`config.mk`:
```
export PLATFORM = sky130hd
export DESIGN_NAME = pusch_symbol_scheduler
export DESIGN_NICKNAME = d
export VERILOG_FILES = /design/src/rtl/pusch_symbol_scheduler.sv
export SDC_FILE = /design/constraint.sdc
export NUM_CORES = 1
export LEC_CHECK = 0
export CAP_MARGIN = 20
export CORE_MARGIN = 2
export CORE_UTILIZATION = 35
export DETAILED_ROUTE_END_ITERATION = 10
export PLACE_DENSITY_LB_ADDON = 0.05
export SLEW_MARGIN = 15
export SYNTH_ARGS = -nofsm -noshare
export SYNTH_HDL_FRONTEND = slang
export SYNTH_SLANG_ARGS = --single-unit
```
`constraint.sdc`:
```
create_clock -name clk -period 6.71 [get_ports clk]
set_input_delay 1.0065 -clock clk [delete_from_list [all_inputs] [get_ports clk]]
set_output_delay 1.0065 -clock clk [all_outputs]
set_load 0.02 [all_outputs]
```
`src/rtl/pusch_symbol_scheduler.sv`:
```
// ---------------------------------------------------------------------------
// pusch_symbol_scheduler
//
// Slot-level sequencer for the PUSCH transmit chain. A start pulse in IDLE
// latches the slot configuration. The configuration is validated for one
// cycle. The allocated OFDM symbols are then issued one at a time as
// descriptors to the RE mapper / IFFT. Each descriptor carries the absolute
// symbol index, the DMRS flag, the hop-adjusted start subcarrier and the
// allocation width in subcarriers. After each issued symbol the sequencer
// waits for the IFFT completion pulse before it issues the next one.
//
// Ports
//   clk           in   rising-edge clock
//   reset         in   asynchronous active-high reset
//   enable        in   start pulse, sampled only in IDLE
//   N_symbol      in   [3:0]  allocated symbol count (1..14)
//   Sym_Start_REM in   [3:0]  first allocated symbol index (0..13)
//   N_rb          in   [6:0]  allocated resource blocks (1..100)
//   N_sc_start    in   [10:0] first-hop start subcarrier
//   En_hopping    in   [1:0]  0 none, 1 intra-slot, 2 inter-slot, 3 as none
//   N_slot_frame  in   [3:0]  slot number; bit0 picks the inter-slot hop
//   mod_ready     in   modulator holds one data symbol of samples
//   sym_ready     in   mapper accepts the descriptor
//   ifft_done     in   one-cycle pulse, IFFT finished the current symbol
//   busy          out  slot in progress (LOAD through SLOT_DONE)
//   sym_valid     out  descriptor valid, held until sym_ready
//   sym_idx       out  [3:0]  absolute symbol index
//   sym_is_dmrs   out  symbol carries DMRS
//   sym_sc_start  out  [10:0] start subcarrier for this symbol
//   sym_n_sc      out  [10:0] allocation width, N_rb*12
//   slot_done     out  one-cycle pulse after the last symbol completes
//   cfg_err       out  one-cycle pulse on a rejected configuration
// ---------------------------------------------------------------------------
module pusch_symbol_scheduler #(
  parameter int unsigned BWP_SC        = 1200,
  parameter int unsigned HOP_OFFSET_SC = 600,
  parameter int unsigned SYMS_PER_SLOT = 14
) (
  input  logic        clk,
  input  logic        reset,
  input  logic        enable,
  input  logic [3:0]  N_symbol,
  input  logic [3:0]  Sym_Start_REM,
  input  logic [6:0]  N_rb,
  input  logic [10:0] N_sc_start,
  input  logic [1:0]  En_hopping,
  input  logic [3:0]  N_slot_frame,
  input  logic        mod_ready,
  input  logic        sym_ready,
  input  logic        ifft_done,
  output logic        busy,
  output logic        sym_valid,
  output logic [3:0]  sym_idx,
  output logic        sym_is_dmrs,
  output logic [10:0] sym_sc_start,
  output logic [10:0] sym_n_sc,
  output logic        slot_done,
  output logic        cfg_err
);

  localparam logic [11:0] BWP      = 12'(BWP_SC);
  localparam logic [11:0] HOP_OFF  = 12'(HOP_OFFSET_SC);
  localparam logic [4:0]  SYMS     = 5'(SYMS_PER_SLOT);
  localparam logic [4:0]  LAST_SYM = 5'(SYMS_PER_SLOT - 1);

  typedef enum logic [2:0] {
    ST_IDLE,
    ST_LOAD,
    ST_ISSUE,
    ST_WAIT_DONE,
    ST_SLOT_DONE
  } state_e;

  state_e state_q;

  // Latched slot configuration
  logic [3:0]  nsym_q;
  logic [3:0]  start_q;
  logic [6:0]  nrb_q;
  logic [10:0] sc1_q;
  logic [1:0]  hop_mode_q;
  logic        slot_lsb_q;

  // Values derived once per slot in LOAD
  logic [3:0]  h1_q;
  logic [10:0] sc2_q;
  logic [10:0] nsc_q;
  logic [3:0]  rel_q;

  // Registered outputs
  logic        busy_q;
  logic        sym_valid_q;
  logic [3:0]  sym_idx_q;
  logic        sym_is_dmrs_q;
  logic [10:0] sym_sc_start_q;
  logic [10:0] sym_n_sc_q;
  logic        slot_done_q;
  logic        cfg_err_q;

  // Only the parity of the slot number matters for inter-slot hopping.
  logic unused_slot_bits;
  assign unused_slot_bits = ^N_slot_frame[3:1];

  // Config check on the latched values; the start+count sum is 5 bits wide
  // so 13+15 cannot alias into range.
  logic [4:0] nsym_ext;
  logic [4:0] start_ext;
  logic [4:0] span_sum;
  logic       cfg_bad;

  assign nsym_ext  = {1'b0, nsym_q};
  assign start_ext = {1'b0, start_q};
  assign span_sum  = start_ext + nsym_ext;
  assign cfg_bad   = (nsym_q == 4'd0) || (nsym_ext > SYMS) ||
                     (start_ext > LAST_SYM) || (span_sum > SYMS) ||
                     (nrb_q == 7'd0);

  // Second-hop start subcarrier, wrapped once into the bandwidth part.
  logic [11:0] sc2_sum;
  logic [11:0] sc2_wrap;
  logic [10:0] sc2_d;

  assign sc2_sum  = {1'b0, sc1_q} + HOP_OFF;
  assign sc2_wrap = (sc2_sum >= BWP) ? (sc2_sum - BWP) : sc2_sum;
  assign sc2_d    = sc2_wrap[10:0];

  // N_rb*12 as 8*N_rb + 4*N_rb.
  logic [10:0] nsc_d;
  assign nsc_d = 11'({nrb_q, 3'b000}) + 11'({nrb_q, 2'b00});

  logic intra_hop;
  logic inter_hop;
  assign intra_hop = (hop_mode_q == 2'd1);
  assign inter_hop = (hop_mode_q == 2'd2);

  logic hop2_d;
  logic dmrs_d;
  logic issue_ok;
  logic last_sym;

  // NOTE: every combinational output gets a default before the branches so
  // that no path leaves it unassigned and infers a latch.
  always_comb begin
    hop2_d = 1'b0;
    if (intra_hop) begin
      hop2_d = (rel_q >= h1_q) && (h1_q != 4'd0);
    end else if (inter_hop) begin
      hop2_d = slot_lsb_q;
    end
  end

  // DMRS symbols carry no modulator data, so they never wait on mod_ready.
  assign dmrs_d   = (rel_q == 4'd0) ||
                    (intra_hop && (h1_q != 4'd0) && (rel_q == h1_q));
  assign issue_ok = dmrs_d || mod_ready;
  assign last_sym = (rel_q == (nsym_q - 4'd1));

  // NOTE: all state here uses non-blocking assignments, and the asynchronous
  // reset clears every register including the descriptor fields so outputs
  // read 0 immediately on reset.
  always_ff @(posedge clk or posedge reset) begin
    if (reset) begin
      state_q        <= ST_IDLE;
      nsym_q         <= '0;
      start_q        <= '0;
      nrb_q          <= '0;
      sc1_q          <= '0;
      hop_mode_q     <= '0;
      slot_lsb_q     <= 1'b0;
      h1_q           <= '0;
      sc2_q          <= '0;
      nsc_q          <= '0;
      rel_q          <= '0;
      busy_q         <= 1'b0;
      sym_valid_q    <= 1'b0;
      sym_idx_q      <= '0;
      sym_is_dmrs_q  <= 1'b0;
      sym_sc_start_q <= '0;
      sym_n_sc_q     <= '0;
      slot_done_q    <= 1'b0;
      cfg_err_q      <= 1'b0;
    end else begin
      // Pulses default low; the states that fire them override below.
      slot_done_q <= 1'b0;
      cfg_err_q   <= 1'b0;

      case (state_q)
        ST_IDLE: begin
          if (enable) begin
            nsym_q     <= N_symbol;
            start_q    <= Sym_Start_REM;
            nrb_q      <= N_rb;
            sc1_q      <= N_sc_start;
            hop_mode_q <= En_hopping;
            slot_lsb_q <= N_slot_frame[0];
            busy_q     <= 1'b1;
            state_q    <= ST_LOAD;
          end
        end

        ST_LOAD: begin
          if (cfg_bad) begin
            cfg_err_q <= 1'b1;
            busy_q    <= 1'b0;
            state_q   <= ST_IDLE;
          end else begin
            rel_q   <= '0;
            h1_q    <= nsym_q >> 1;
            sc2_q   <= sc2_d;
            nsc_q   <= nsc_d;
            state_q <= ST_ISSUE;
          end
        end

        ST_ISSUE: begin
          if (sym_valid_q) begin
            // Descriptor is frozen until the mapper takes it.
            if (sym_ready) begin
              sym_valid_q <= 1'b0;
              state_q     <= ST_WAIT_DONE;
            end
          end else if (issue_ok) begin
            sym_valid_q    <= 1'b1;
            sym_idx_q      <= start_q + rel_q;
            sym_is_dmrs_q  <= dmrs_d;
            sym_sc_start_q <= hop2_d ? sc2_q : sc1_q;
            sym_n_sc_q     <= nsc_q;
          end
        end

        ST_WAIT_DONE: begin
          if (ifft_done) begin
            if (last_sym) begin
              slot_done_q <= 1'b1;
              state_q     <= ST_SLOT_DONE;
            end else begin
              rel_q   <= rel_q + 4'd1;
              state_q <= ST_ISSUE;
            end
          end
        end

        ST_SLOT_DONE: begin
          busy_q  <= 1'b0;
          state_q <= ST_IDLE;
        end

        default: begin
          busy_q      <= 1'b0;
          sym_valid_q <= 1'b0;
          state_q     <= ST_IDLE;
        end
      endcase
    end
  end

  assign busy         = busy_q;
  assign sym_valid    = sym_valid_q;
  assign sym_idx      = sym_idx_q;
  assign sym_is_dmrs  = sym_is_dmrs_q;
  assign sym_sc_start = sym_sc_start_q;
  assign sym_n_sc     = sym_n_sc_q;
  assign slot_done    = slot_done_q;
  assign cfg_err      = cfg_err_q;

endmodule
```
# Yosys cells after proc, flatten, opt, wreduce, memory -nomap -nowiden
# Index checks and enable logic that the tools add are counted.
dict set report op_classes {
  n_reduce_logical 23
  n_bitwise 3
  mux 27
  magnitude_cmp 5
  n_eq_ne 15
  addsub 7
}
# cell count
set op_table {}
lappend op_table {{11-bit two-way mux} 2}
lappend op_table {{3-bit two-way mux} 5}
lappend op_table {{2-bit != test (second input constant)} 7}
lappend op_table {{11-bit by 10-bit adder with 12-bit output (second input constant)} 1}
lappend op_table {{12-bit by 11-bit greater-or-equal comparator with 1-bit output (second input constant)} 1}
lappend op_table {{1-bit two-way mux} 12}
lappend op_table {{4-bit two-way mux} 3}
lappend op_table {{3-bit one-hot mux with 4 select lines} 1}
lappend op_table {{10-bit by 9-bit adder with 11-bit output} 1}
lappend op_table {{11-bit subtractor (second input constant)} 1}
lappend op_table {{4-bit > comparator (second input constant)} 2}
lappend op_table {{4-bit logical NOT} 2}
lappend op_table {{4-bit one-hot mux with 2 select lines} 1}
lappend op_table {{4-bit AND reduction} 2}
lappend op_table {{7-bit logical NOT} 1}
lappend op_table {{3-bit by 2-bit == test with 1-bit output (second input constant)} 2}
lappend op_table {{1-bit logical OR} 6}
lappend op_table {{3-bit AND reduction} 2}
lappend op_table {{4-bit by 4-bit adder with 5-bit output} 1}
lappend op_table {{5-bit by 4-bit > comparator with 1-bit output (second input constant)} 1}
lappend op_table {{4-bit by 1-bit adder with 4-bit output (second input constant)} 1}
lappend op_table {{4-bit adder} 1}
lappend op_table {{4-bit by 3-bit == test with 1-bit output} 1}
lappend op_table {{4-bit == test} 1}
lappend op_table {{17 further kinds} 22}
dict set report word_totals {
  in_bits 38
  elab_cells 99
  output_inout_bits 31
  ff_bits 92
}

# Depth between registers and ports, before layout
# Gate-level depths: netlist of the first run.
dict set report logic_depth {
  ltp_word 8
  ltp_mapped 10
  depth_no_buf 9
}

# Worst setup path after synthesis of the first run
# OpenSTA, ideal clock, no wires.
dict set report synth_timing {
  kind {in2reg}
  start {in enable}
  end {reg hop_mode_q[1]}
  cell_stages 4
  arrival_ns 2.409
  setup_time_ns 0.125
  path_buffers 1
  t_required_ns 6.585
  slack_ns 4.177
  cell_sequence {nor2b_1 -> nor3b_1 -> clkbuf_1 -> mux2_2}
}
dict set report synth_between {
  elab_chain_len 1
}
# item line_no
set synth_lines {}
lappend synth_lines {{from (decl)} 41} ;# input logic enable,
lappend synth_lines {{2-bit AND reduction (no line)} -}
lappend synth_lines {{to (signal assigned)} 194} ;# hop_mode_q <= En_hopping;
lappend synth_lines {{to (decl)} 81} ;# logic [1:0] hop_mode_q;
# Every way passes these cells.
# A chain may end at the register's enable or synchronous reset.

# Worst setup path in the final report of the first run
dict set report layout_timing {
  start {reg nsym_q[0]}
  end {reg sc2_q[9]}
}
dict set report layout_between {
  elab_chain_len 7
}
# item line_no
set layout_lines {}
lappend layout_lines {{from (decl)} 77} ;# logic [3:0] nsym_q;
lappend layout_lines {{from (signal assigned)} 190} ;# nsym_q <= N_symbol;
lappend layout_lines {{branches (longest 3 deep; another with 4-bit by 4-bit adder with 5-bit output)} -}
lappend layout_lines {{1-bit logical OR (*) (2 in series)} 115} ;# (start_ext > LAST_SYM) || (span_sum > SYMS) ||
lappend layout_lines {{1-bit NOT (no line) (*)} -}
lappend layout_lines {{2-bit AND reduction (no line) (*)} -}
lappend layout_lines {{to (signal assigned)} 171} ;# sc2_q <= '0;
lappend layout_lines {{to (signal assigned)} 209} ;# sc2_q <= sc2_d;
lappend layout_lines {{to (decl)} 86} ;# logic [10:0] sc2_q;
# Mark *: on every way between the ends.

==> results of run 1 <==
-- final cells by class --
class / instances / area share
timing repair buffer: 69 / 0.1166
inverter: 29 / 0.01901
multi-input combinational: 317 / 0.3972
tap: 176 / 0.03801
sequential: 88 / 0.3801
clock inverter: 5 / 0.005400
clock buffer: 11 / 0.04363
-- path summary, 6_finish.rpt --
kind,from,end,slack (ns),cells after the start
hold reg to reg,nsc_q[7]$_DFFE_PP0P_,nsc_q[7]$_DFFE_PP0P_,0.47,2
setup reg to reg,nsym_q[0]$_DFFE_PP0P_,sc2_q[9]$_DFFE_PP0P_,3.85,9
setup / recovery,nsym_q[0]$_DFFE_PP0P_,sc2_q[9]$_DFFE_PP0P_,3.85,9
hold / removal,nsc_q[7]$_DFFE_PP0P_,nsc_q[7]$_DFFE_PP0P_,0.47,2
max in group asynchronous,reset,nsc_q[6]$_DFFE_PP0P_,4.57,3
min in group asynchronous,reset,sc2_q[0]$_DFFE_PP0P_,0.93,2
-- metal layers --
layer	vias to the layer above	global-route usage	wire length (µm)
met5	-	0	0
met1	1654	0.1935	4864
li1	1714	-	-
met2	59	0.2646	5136
met4	0	0.04724	172
met3	17	0.04528	359
-- state kept, by name, indices dropped and copies added (netlist names), 2 cells and up --
signal and flops:
sc2_q 11, rel_q 4, sym_sc_start 11, nsc_q 9, nsym_q 4, h1_q 3
state_q 3, sym_n_sc 9, sc1_q 11, nrb_q 7, start_q 4, hop_mode_q 2
sym_idx 4
-- placed cells by master (no fill, tap or decap), types with 9 or more instances in the layout --
cell type        instances
clkdlybuf4s50_1         63
dfrtp_1                 88
o21ai_0                 32
mux2_2                  29
xor2_1                  10
nor2_1                  32
nand2_1                 37
ha_1                    28
xnor2_1                  9
mux2i_1                 13
inv_1                   28
nor3_1                   9
a21oi_1                 29
clkbuf_16                9
-- critical path, delay by kind of cell (launching register included) --
family                   cells  cell delay [ns]
AND/OR/NAND/NOR              4             1.24
adder cells (fa/ha/maj)      2             0.67
AO/OA/AOI/OAI                2             0.24
flip-flops                   1             0.42
buffers and inverters        1             0.22
-- power groups by stage --
stage	Combinational [mW]	Clock [mW]	Sequential, mW
5_1_grt	1.72	0.524	1.05
6_report	1.52	0.485	1.00
4_1_cts	1.55	0.502	1.01
3_5_place_dp	1.54	0	1.02
2_1_floorplan	1.08	0	1.02
3_3_place_gp	1.51	0	1.01
-- stage by stage --
stage,hold WS (ns),cells,setup WS [ns]
floorplan,0.4331,456,3.425
global placement,0.4502,679,3.884
detailed placement,0.4543,679,3.843
CTS,0.4681,695,3.827
global route,0.5025,695,3.682
finish,0.4663,695,3.853
-- cells by family (layout without fill, tap and decap cells) --
logic type	count (synthesis)	after routing	synth area share
simple gates	119	119	0.1219
compound gates	103	103	0.1372
flops	88	88	0.4652
buf+inv	51	114	0.05339
mux	43	43	0.09965
fa+ha+maj	31	31	0.08671
xor+xnor	19	19	0.03516
other cells	1	2	0.0007923
==> results.py, run 1 <==
metrics = {
    "route": {
        "drtIter0Drc": 235,
        "drc": 0,
        "vias": 3444,
        "via_per_inst": 4.955,
        "antenna_left": 0,
        "wl_per_cell_um": 15.15,
        "finalWirelength_um": 10530,
        "first_pass_iters": 5,
    },
    "yosys": {
        "netlist_area_um2": 4733,
        "synthArstFlopShare": 1.000,
        "synth_warnings": 0,
        "synth-main-ff-cell": "dfrtp_1",
        "yosysUniqueCellTypes": 56,
        "yosysTopAreaCell": "dfrtp_1",
        "synth_area_leaders": "dfrtp_1 (47%), ha_1 (7.4%), mux2_2 (6.9%), o21ai_0 (3.4%), a21oi_1 (3.1%)",
        "yosysTopAreaCellShare": 0.4652,
        "synth_edf_count": 0,
        "synth.most_common_cell": "dfrtp_1",
        "synth.ff_latch_count": 88,
        "yosys-top-cells-count": "dfrtp_1 (88), nand2_1 (37), nor2_1 (32), o21ai_0 (32)",
        "seq_area_frac_synth": 0.4652,
        "syn_area_per_cell_um2": 10.40,
        "netlist_instances": 455,
    },
    "global_routing": {
        "track_usage": 0.1563,
        "grt_max_degree": 70,
        "first_global_vias": 3428,
        "grt_pass1_wl_um": 17390,
        "antenna_found_initial": 0,
        "grt-ovfl-total": 0,
    },
    "timing": {
        "min_period_over_period": 0.4258,
        "period_needed_ns": 2.857,
        "worst_slew_pin_slew_ns": 0.9790,
        "clock.fmax_mhz": 350.0,
        "setup_viol": 0,
        "slew_headroom": 0.3452,
        "rsz0062_at_grt": "false",
        "setup_tns_ns": 0,
        "maxSlewViolCount": 0,
        "finalHoldViolCount": 0,
        "worst_clock_skew_ns": 0.006036,
    },
    "worst_setup_path": {
        "cp-start-kind": "flop",
        "cpMaxStageDelayCell": "or4_1",
        "worstSetupEndpointType": "flop",
        "cp_cell_sequence": "ha_1 > fa_1 > a21oi_1 > o21ai_0 > nand4b_1 > or3_1 > buf_4 > or4_1 > nand3_1",
        "cp_data_arrival_time_ns": 3.15,
        "slowest_delay_ns": 0.53,
        "required_ns": 7.00,
        "path_class": "reg -> reg",
        "cp_max_fo": 22,
    },
    "layout": {
        "nFillCells": 1345,
        "fin_nets": 583,
        "layout-drive-gt1-share": 0.1272,
        "diodes": 0,
        "multi_input_area_um2": 2301,
        "fin_util": 0.4375,
        "regArea_um2": 2202,
        "area_delta_synth_final_pct": 22.39,
        "design_area_um2": 5793,
    },
    "placement": {
        "hpwl_um": 7414,
        "gp_congestion": 0.8292,
        "dpl_cell_area_um2": 5509,
        "io_buffers": 63,
    },
    "run": {
        "drv_cap": 0,
    },
    "floorplan": {
        "die_x_um": 120.3,
        "rows": 42,
        "die_area_um2": 14470,
        "core_um2": 13240,
        "dieHeight_um": 120.3,
        "start_util": 0.3574,
        "boundaryPins": 69,
    },
    "power_and_ir_drop": {
        "p_comb_frac": 0.506,
        "powerDensity_nw_per_um2": 519.6,
        "clkPwrFrac": 0.161,
        "finalPower_mw": 3.010,
        "p_sw_mw": 1.261,
        "leakagePower_nw": 2.592,
        "sw_frac_of_total": 0.4191,
        "p_seq_frac": 0.333,
        "p_int_mw": 1.748,
        "ir_worst_vdd_uv": 206.6,
    },
    "cts": {
        "worstSkewPairLatency_ns": 0.35,
        "h-tree-depth": 3,
        "tritoncts": "yes",
        "clkSinkCount": 88,
        "clk_pin_slew_ns": 0.07,
        "ctsResizeCount": 0,
        "cts_made_buffers": 9,
        "clockBufferDepth": 2,
        "hold_buffers": 0,
        "postCtsSetupBuffers": 0,
        "cts_root_buf": "clkbuf_16",
    },
    "run_status": {
        "status": "completed",
    },
    "min_path": {
        "min_path_type": "reg -> reg",
    },
}
Power figures use the tool's default switching activity.
==> run 2: changes to the inputs <==
==> constraint.sdc (replaced) <==
create_clock -name clk -period 2.75 [get_ports clk]
set_input_delay 0.4125 -clock clk [delete_from_list [all_inputs] [get_ports clk]]
set_output_delay 0.4125 -clock clk [all_outputs]
set_load 0.02 [all_outputs]
==> run 2 against run 1 <==
  * Wire length up 0.26%
  * Core utilization increased by 1.1 points
  * Sequential power increased by 140%
  * Critical path type unchanged
  * Critical endpoint unchanged
  * Highest routed layer unchanged
==> results.py, run 2 (synthesis results as in run 1) <==
metrics = {
    "placement": {
        "dp_cells": 688,
        "hpwl_um": 7610,
        "gp_congestion": 0.8140,
        "dpl_worst_slack_ns": 0.1214,
        "io_buffers": 63,
        "dpl_cell_area_um2": 5614,
    },
    "cts": {
        "clockBufferDepth": 2,
        "hold_buffers": 0,
        "clkSinkCount": 88,
        "cts_root_buf": "clkbuf_16",
        "tritoncts": "yes",
        "h-tree-depth": 3,
        "worstSkewPairLatency_ns": 0.34,
        "cts_made_buffers": 9,
        "clk_pin_slew_ns": 0.07,
    },
    "worst_setup_path": {
        "path_class": "reg -> reg",
        "cp_data_arrival_time_ns": 2.85,
        "cp_max_fo": 3,
        "required_ns": 3.03,
        "r2r_start": "nsym_q[0]$_DFFE_PP0P_",
        "reg2reg_depth": 8,
        "cp-start-kind": "flop",
        "r2r_slack_ns": 0.18,
        "worstSetupEndpointType": "flop",
        "r2r_end": "sc2_q[9]$_DFFE_PP0P_",
    },
    "global_routing": {
        "grt-ovfl-total": 0,
        "track_usage": 0.1545,
        "antenna_found_initial": 0,
        "grt_max_degree": 41,
        "grt_pass1_wl_um": 17560,
        "first_global_vias": 3480,
    },
    "timing": {
        "period_needed_ns": 2.566,
        "setup_viol": 0,
        "finalHoldViolCount": 0,
        "layout_setup_ws_ns": 0.1836,
        "min_period_over_period": 0.9332,
        "setup_tns_ns": 0,
        "timing.hold.ws_ns": 0.4071,
        "worst_slew_pin_slew_ns": 0.9893,
        "slew_headroom": 0.3384,
        "worst_clock_skew_ns": 0.007525,
        "maxSlewViolCount": 0,
        "rsz0062_at_grt": "false",
        "clock.fmax_mhz": 389.7,
    },
    "floorplan": {
        "boundaryPins": 69,
        "die_area_um2": 14470,
        "start_util": 0.3574,
        "rows": 42,
        "core_um2": 13240,
        "die_x_um": 120.3,
        "dieHeight_um": 120.3,
    },
    "power_and_ir_drop": {
        "finalPower_mw": 7.595,
        "leakagePower_nw": 2.669,
        "ir_worst_vdd_uv": 561.7,
        "powerDensity_nw_per_um2": 1279,
    },
    "route": {
        "via_per_inst": 4.977,
        "drc": 0,
        "vias": 3509,
        "first_pass_iters": 4,
        "wl_per_cell_um": 14.98,
        "antenna_left": 0,
        "finalWirelength_um": 10560,
        "drtIter0Drc": 205,
    },
    "layout": {
        "diodes": 0,
        "multi_input_area_um2": 2306,
        "design_area_um2": 5941,
        "regArea_um2": 2202,
        "area_delta_synth_final_pct": 25.51,
        "layout-drive-gt1-share": 0.1456,
        "fin_util": 0.4486,
        "layout_common_cells": "dfrtp_1 (88), clkdlybuf4s50_1 (63), nand2_1 (37)",
        "stdcell_count": 705,
        "layout_commonest_cell": "dfrtp_1",
        "nFillCells": 1294,
        "fin_nets": 593,
    },
    "run_status": {
        "status": "completed",
    },
    "run": {
        "drv_cap": 0,
    },
    "min_path": {
        "min_path_type": "in -> async",
    },
}
[run 2: cell count changes in the layout (fill, tap and decap cells not counted)]
cell	delta
clkinvlp_4	-1
or3_4	+1
bufinv_16	+1
buf_4	+7
buf_12	+3
inv_6	+2
or3_1	-1
clkinv_2	-2
[run 2: layer usage]
metal,track usage,part of all wire,wire [µm],up-vias
li1,-,-,-,1747
met1,0.2016,0.47,4966,1691
met2,0.2592,0.48,5077,60
met3,0.03491,0.038,402,11
met4,0.04142,0.011,114,0
met5,0,0,0,-
[run 2: cell type report]
class | count | area share
well taps | 176 | 0.03707
multi-input cells | 317 | 0.3882
inverters | 29 | 0.01853
repair buffers | 79 | 0.1327
flip-flops and latches | 88 | 0.3707
clock buffers | 11 | 0.04254
clock inverters | 5 | 0.01032
[run 2: report_power, final]
part | total [mW] | internal (mW) | switching (mW) | leakage [nW]
Sequential | 2.39 | 1.87 | 0.517 | 1.09
Combinational | 3.91 | 1.85 | 2.06 | 1.42
Clock | 1.30 | 0.761 | 0.538 | 0.157
[run 2: worst max path at each step]
stage | cells after the start | from | slack [ns] | end
global placement | 8 | nsym_q[0]$_DFFE_PP0P_ | 0.14 | sc2_q[9]$_DFFE_PP0P_
CTS | 8 | nsym_q[0]$_DFFE_PP0P_ | 0.09 | sc2_q[9]$_DFFE_PP0P_
finish | 8 | nsym_q[0]$_DFFE_PP0P_ | 0.18 | sc2_q[9]$_DFFE_PP0P_
detailed placement | 8 | nsym_q[0]$_DFFE_PP0P_ | 0.12 | sc2_q[9]$_DFFE_PP0P_
global route | 8 | start_q[0]$_DFFE_PP0P_ | 0.04 | sc2_q[9]$_DFFE_PP0P_
floorplan | 1 | reset | 0.06 | busy$_DFFE_PP0P_
[run 2: repair_timing]
item	4_1_cts	5_1_grt
buffers inserted	0	1
resized for setup	0	1
endpoints found under the setup margin	0	3
[run 2: worst max-delay path, stage by stage, from the launching register on]
cell and delay (ns):
dfrtp_1 0.39, ha_1 0.23, fa_1 0.40, a21oi_1 0.13
o21ai_0 0.07, nand4b_1 0.23, or3_4 0.42, or4_1 0.53
nand3_1 0.09
